### src/rtl/masked_add_arb.sv
// masked_add_arb
// Round-robin front end that shares one externally pipelined masked adder
// between two requesters. An accepted request is registered and presented
// on add_* in the next cycle. A {valid, id} tag then travels alongside the
// operation through the adder's LAT-cycle pipeline. When the tag reaches the
// last stage, add_sum is captured into the matching response register.
// Shares are only routed and never combined, so the masking stays intact.
//
// Ports
//   clk, rst_n          single clock, asynchronous active-low reset
//   flush               synchronous discard of all in-flight operations
//   reqN_valid/ready    request handshake for requester N (N = 0, 1)
//   reqN_a0..b1, cin    operand shares and carry-in of requester N
//   add_a0..b1, add_cin registered shares driven to the shared adder
//   add_sum             adder result, LAT cycles after add_* were presented
//   rspN_valid/sum      one-cycle response pulse and held result for N
//   busy                an operation is in flight or a response is pending
//
// LAT must be at least 1.
module masked_add_arb #(
  parameter int LAT = 3
) (
  input  logic       clk,
  input  logic       rst_n,
  input  logic       flush,
  input  logic       req0_valid,
  output logic       req0_ready,
  input  logic [3:0] req0_a0,
  input  logic [3:0] req0_a1,
  input  logic [3:0] req0_b0,
  input  logic [3:0] req0_b1,
  input  logic       req0_cin,
  input  logic       req1_valid,
  output logic       req1_ready,
  input  logic [3:0] req1_a0,
  input  logic [3:0] req1_a1,
  input  logic [3:0] req1_b0,
  input  logic [3:0] req1_b1,
  input  logic       req1_cin,
  output logic [3:0] add_a0,
  output logic [3:0] add_a1,
  output logic [3:0] add_b0,
  output logic [3:0] add_b1,
  output logic       add_cin,
  input  logic [4:0] add_sum,
  output logic       rsp0_valid,
  output logic [4:0] rsp0_sum,
  output logic       rsp1_valid,
  output logic [4:0] rsp1_sum,
  output logic       busy
);

  logic         last_q, last_d;
  logic         grant0, grant1;
  logic         issue, issue_id;
  logic [3:0]   add_a0_q, add_a0_d;
  logic [3:0]   add_a1_q, add_a1_d;
  logic [3:0]   add_b0_q, add_b0_d;
  logic [3:0]   add_b1_q, add_b1_d;
  logic         add_cin_q, add_cin_d;
  logic [LAT:0] tag_v_q, tag_v_d;
  logic [LAT:0] tag_id_q, tag_id_d;
  logic         capture;
  logic         rsp0_valid_q, rsp0_valid_d;
  logic         rsp1_valid_q, rsp1_valid_d;
  logic [4:0]   rsp0_sum_q, rsp0_sum_d;
  logic [4:0]   rsp1_sum_q, rsp1_sum_d;

  // The grant goes to the requester that was not served last. The
  // last-grant pointer resets to 1, so req0 wins the first contention.
  always_comb begin
    grant0 = 1'b0;
    grant1 = 1'b0;
    if (!flush) begin
      if (req0_valid && req1_valid) begin
        grant0 = last_q;
        grant1 = ~last_q;
      end else begin
        grant0 = req0_valid;
        grant1 = req1_valid;
      end
    end
  end

  // Only the outputs are gated by rst_n. Internally the flops are already
  // held in reset, so the reset net never reaches a data input.
  assign req0_ready = grant0 & rst_n;
  assign req1_ready = grant1 & rst_n;
  assign issue      = grant0 | grant1;
  assign issue_id   = grant1;

  always_comb begin
    last_d = issue ? issue_id : last_q;
  end

  // The operand register loads the granted shares and is all-zero otherwise.
  // No grant is given while flush is high, so flush also clears it.
  always_comb begin
    add_a0_d  = 4'd0;
    add_a1_d  = 4'd0;
    add_b0_d  = 4'd0;
    add_b1_d  = 4'd0;
    add_cin_d = 1'b0;
    if (grant0) begin
      add_a0_d  = req0_a0;
      add_a1_d  = req0_a1;
      add_b0_d  = req0_b0;
      add_b1_d  = req0_b1;
      add_cin_d = req0_cin;
    end else if (grant1) begin
      add_a0_d  = req1_a0;
      add_a1_d  = req1_a1;
      add_b0_d  = req1_b0;
      add_b1_d  = req1_b1;
      add_cin_d = req1_cin;
    end
  end

  // Stage 0 of the tag pipe is loaded together with the operand register.
  // Stage LAT is therefore valid in the cycle where add_sum carries the result.
  always_comb begin
    tag_v_d  = {tag_v_q[LAT-1:0], issue};
    tag_id_d = {tag_id_q[LAT-1:0], issue_id};
    if (flush) begin
      tag_v_d = '0;
    end
  end

  // The result is captured into the owner's response register. Flush also
  // suppresses the capture, so no discarded operation can still respond.
  always_comb begin
    capture      = tag_v_q[LAT] & ~flush;
    rsp0_valid_d = capture & ~tag_id_q[LAT];
    rsp1_valid_d = capture & tag_id_q[LAT];
    rsp0_sum_d   = rsp0_valid_d ? add_sum : rsp0_sum_q;
    rsp1_sum_d   = rsp1_valid_d ? add_sum : rsp1_sum_q;
  end

  // All state lives here; reset clears everything but the grant pointer.
  always_ff @(posedge clk or negedge rst_n) begin
    if (!rst_n) begin
      last_q       <= 1'b1;
      add_a0_q     <= 4'd0;
      add_a1_q     <= 4'd0;
      add_b0_q     <= 4'd0;
      add_b1_q     <= 4'd0;
      add_cin_q    <= 1'b0;
      tag_v_q      <= '0;
      tag_id_q     <= '0;
      rsp0_valid_q <= 1'b0;
      rsp1_valid_q <= 1'b0;
      rsp0_sum_q   <= 5'd0;
      rsp1_sum_q   <= 5'd0;
    end else begin
      last_q       <= last_d;
      add_a0_q     <= add_a0_d;
      add_a1_q     <= add_a1_d;
      add_b0_q     <= add_b0_d;
      add_b1_q     <= add_b1_d;
      add_cin_q    <= add_cin_d;
      tag_v_q      <= tag_v_d;
      tag_id_q     <= tag_id_d;
      rsp0_valid_q <= rsp0_valid_d;
      rsp1_valid_q <= rsp1_valid_d;
      rsp0_sum_q   <= rsp0_sum_d;
      rsp1_sum_q   <= rsp1_sum_d;
    end
  end

  assign add_a0     = add_a0_q;
  assign add_a1     = add_a1_q;
  assign add_b0     = add_b0_q;
  assign add_b1     = add_b1_q;
  assign add_cin    = add_cin_q;
  assign rsp0_valid = rsp0_valid_q;
  assign rsp1_valid = rsp1_valid_q;
  assign rsp0_sum   = rsp0_sum_q;
  assign rsp1_sum   = rsp1_sum_q;
  assign busy       = (|tag_v_q) | rsp0_valid_q | rsp1_valid_q;

endmodule
### config.mk
export PLATFORM = sky130hd
export DESIGN_NAME = masked_add_arb
export DESIGN_NICKNAME = d
export VERILOG_FILES = /design/src/rtl/masked_add_arb.sv
export SDC_FILE = /design/constraint.sdc
export NUM_CORES = 1
export LEC_CHECK = 0
export ABC_CLOCK_PERIOD_IN_PS = 2400
export CAP_MARGIN = 20
export CORE_AREA = 4 4 64 66
export CTS_CLUSTER_SIZE = 28
export DETAILED_ROUTE_END_ITERATION = 8
export DIE_AREA = 0 0 68 70
export GPL_TIMING_DRIVEN = 0
export PLACE_DENSITY = 0.83
export SYNTH_ARGS = -nofsm -noshare
export SYNTH_HDL_FRONTEND = slang
export SYNTH_SLANG_ARGS = --single-unit
export TNS_END_PERCENT = 10
### constraint.sdc
create_clock -name clk -period 2.4 [get_ports clk]
set_input_delay 0.24 -clock clk [delete_from_list [all_inputs] [get_ports clk]]
set_output_delay 0.24 -clock clk [all_outputs]
set_load 0.005 [all_outputs]
==> flow_metrics.tcl <==
set metrics [dict create \
    syn_avg_cell_area_um2 12.89 \
    final-setup-viol-count 0 \
    p_leak_nw 1.018 \
    tightestPinTransition_ns 0.8296 \
    critPathKind "flop to output pin" \
    crit_path_max_incr_delay_ns 0.57 \
    dieWidth_um 68 \
    hold_buffers 0 \
    yosys.area_share.simple_pct 11.34 \
    ys_types 18 \
    yosysSeqAreaShare_pct 65.38 \
    clockBufferDepth 2 \
    layout_min_cycle_time_ns 2.189 \
    fin_skew_ns 0.006739 \
    violations "hold timing" \
    cp_cell_sequence "nand2b_1, buf_4, nand2_1, nor2_1, clkdlybuf4s50_1" \
    synth_top_family_by_area "compound AO/OA/AOI/OAI gates" \
    placed_area_um2 2252 \
    rr_worst_depth 4 \
    start_util_pct 40.70 \
    fmax_mhz 456.9 \
    synth.cell_area_um2 1456 \
    grt_pass1_wl_um 6348 \
    crit_arrival_ns 1.95 \
    htree_levels 2 \
    drtIter0Drc 47 \
    multi_input_area_um2 447.9 \
    worstSkewPairLatency_ns 0.33 \
    finalSetupTns_ns 0 \
    n_fill_cell 284 \
    vdd_drop_max_uv 570.2 \
    worst_setup_path_start_kind "flop" \
    switching_power_mw 0.3431 \
    grt_usage_pct 17.84 \
    grt_start_max_net_pins 40 \
    grt_pass1_vias 1306 \
    viasPerCell 5.070 \
    seq_area_um2 952.2 \
    synth_fp_nets 157 \
    clock-root-buffer "clkbuf_4" \
    io_pins 76 \
    synth_compound_area_share_pct 11.68 \
    design_area_um2 2325 \
    synth_xor_xnor_area_share_pct 0 \
    cp-end-kind "output pin" \
    die_height_um 70 \
    wl_um 3851 \
    drive_gt1_share_pct 13.92 \
    crit_required_ns 2.16 \
    routabilityCongestion 0.7486 \
    netlist_instances 113 \
    rows 22 \
    crit_path_top_delay_cell "dfstp_2" \
    ys_seq_elements 38 \
    cts_resized 0 \
    power_frac_seq_pct 49.9 \
    clkPwrFrac_pct 28.9 \
    rsz0062_at_grt "no" \
    powerDensity_nw_per_um2 625.9 \
    drv_cap 0 \
    vias 1227 \
    most-common-layout-cells "clkdlybuf4s50_1 (73), dfrtp_1 (37), nor2_1 (23)" \
    ys_warn_count 0 \
    switching_share_pct 23.58 \
    cts_buffers 5 \
    status "complete, but fails checks" \
    final_common_cell "clkdlybuf4s50_1" \
    drc 0 \
    hpwl_um 2933 \
    synth_adder_area_share_pct 0 \
    yosys-mux-area-fraction_pct 7.732 \
    cts_tree "done" \
    clk_pin_slew_ns 0.11 \
    diodes 0 \
    gr-total-overflow 0 \
    path_max_fanout 19 \
    syn_to_final_growth_pct 59.62 \
    antenna_found_initial 0 \
    core_um2 3578 \
    wl_per_cell_um 15.91 \
    hold_viol 12 \
    final.period_utilization_pct 91.20 \
    relSlewSlack_pct 44.70 \
    dieArea_um2 4760 \
    drtAntennaViolNets 0 \
    combPwrFrac_pct 21.2 \
    port_buffers 74 \
    first_pass_iters 4 \
    min_path_type "input pin to async pin" \
    clkSinkCount 38 \
    finalNetCount 237 \
    maxSlewViolCount 0 \
    intPower_mw 1.112 \
    fin_hold_ws_ns -0.01050 \
]
## per-layer routing
metal | up-vias | track usage, % | share of wire [%]
met5 | - | 0 | 0
li1 | 563 | - | -
met1 | 594 | 19.71 | 35
met3 | 10 | 5.788 | 8.2
met4 | 0 | 7.285 | 2.5
met2 | 60 | 30.62 | 54
## what timing repair did
item                                    CTS  global route
endpoints found under the hold margin     0             0
setup buffers                             0             0
endpoints found under the setup margin    0             1
## cells in the mapped netlist
master | n | share of area (%)
a21boi_2 | 1 | 0.77
o21ai_0 | 2 | 0.69
buf_6 | 1 | 0.77
nand2b_1 | 2 | 0.86
nor3b_4 | 1 | 1.3
nand3b_1 | 1 | 0.52
buf_2 | 3 | 1.0
dfrtp_1 | 37 | 64
nand2_1 | 4 | 1.0
nor2_1 | 23 | 5.9
nor2b_1 | 3 | 1.3
buf_4 | 2 | 1.0
a32oi_1 | 17 | 10
clkbuf_1 | 2 | 0.52
inv_1 | 2 | 0.52
mux2_2 | 10 | 7.7
dfstp_2 | 1 | 1.8
nor4_1 | 1 | 0.43
## sequential cells by signal, summed over array words and instances (netlist names)
register and flops:
tag_v_q 4, rsp0_valid 1, add_a0 4, rsp0_sum 5, rsp1_sum 5, add_b1 4, rsp1_valid 1, add_b0 4
last_q 1, add_a1 4, add_cin 1, tag_id_q 4
## per-stage QoR
| step | util (%) | hold WS [ns] | cells | total power, mW | worst slack [ns] |
|---|---|---|---|---|---|
| 2_1_floorplan | - | -0.05559 | 113 | 0.8401 | 1.043 |
| 3_3_place_gp | 63.08 | 0.3353 | 235 | 1.040 | -0.5840 |
| 3_5_place_dp | 62.94 | 0.3395 | 235 | 1.054 | 0.2507 |
| 4_1_cts | 65.10 | 0.007003 | 243 | 1.479 | 0.02912 |
| 5_1_grt | 64.96 | 0.04581 | 242 | 1.539 | 0.05085 |
| 6_report | 64.96 | -0.01050 | 242 | 1.455 | 0.2113 |
## critical path: cells and delay by family (launching register included)
kind	cells	cell delay, ns
buffers and inverters	2	0.74
AND/OR/NAND/NOR	3	0.30
flip-flops	1	0.57
## kinds of logic (layout without fill, tap and decap cells)
| logic type | after synthesis | in the layout |
|---|---|---|
| flops | 38 | 38 |
| simple gates | 35 | 35 |
| compound gates | 20 | 20 |
| mux | 10 | 10 |
| buf+inv | 10 | 91 |
## area by class of cell
type,count,share of cell area [%]
timing repair buffer,74,31.65
tap,48,2.583
clock buffer,5,1.615
inverter,2,0.3229
sequential,38,40.96
multi-input combinational,65,19.27
buffer,7,1.884
clock inverter,3,1.722
## power groups by stage
stage	combinational (mW)	sequential (mW)	clock, mW
after detailed placement	0.314	0.740	0
final	0.309	0.726	0.420
after floorplan	0.0990	0.741	0
after global routing	0.339	0.734	0.466
after global placement	0.305	0.735	0
after CTS	0.315	0.727	0.437
## final timing paths
check,start,to,slack (ns)
max,last_q,req0_ready,0.21
max reg2reg,last_q,add_b0[0],1.14
min,rst_n,rsp1_sum[0],-0.01
min reg2reg,tag_id_q[2],tag_id_q[3],0.36
min in group clk,flush,tag_v_q[2],0.09
max in group asynchronous,rst_n,rsp1_sum[4],1.89
(Power assumes the default switching activity.)
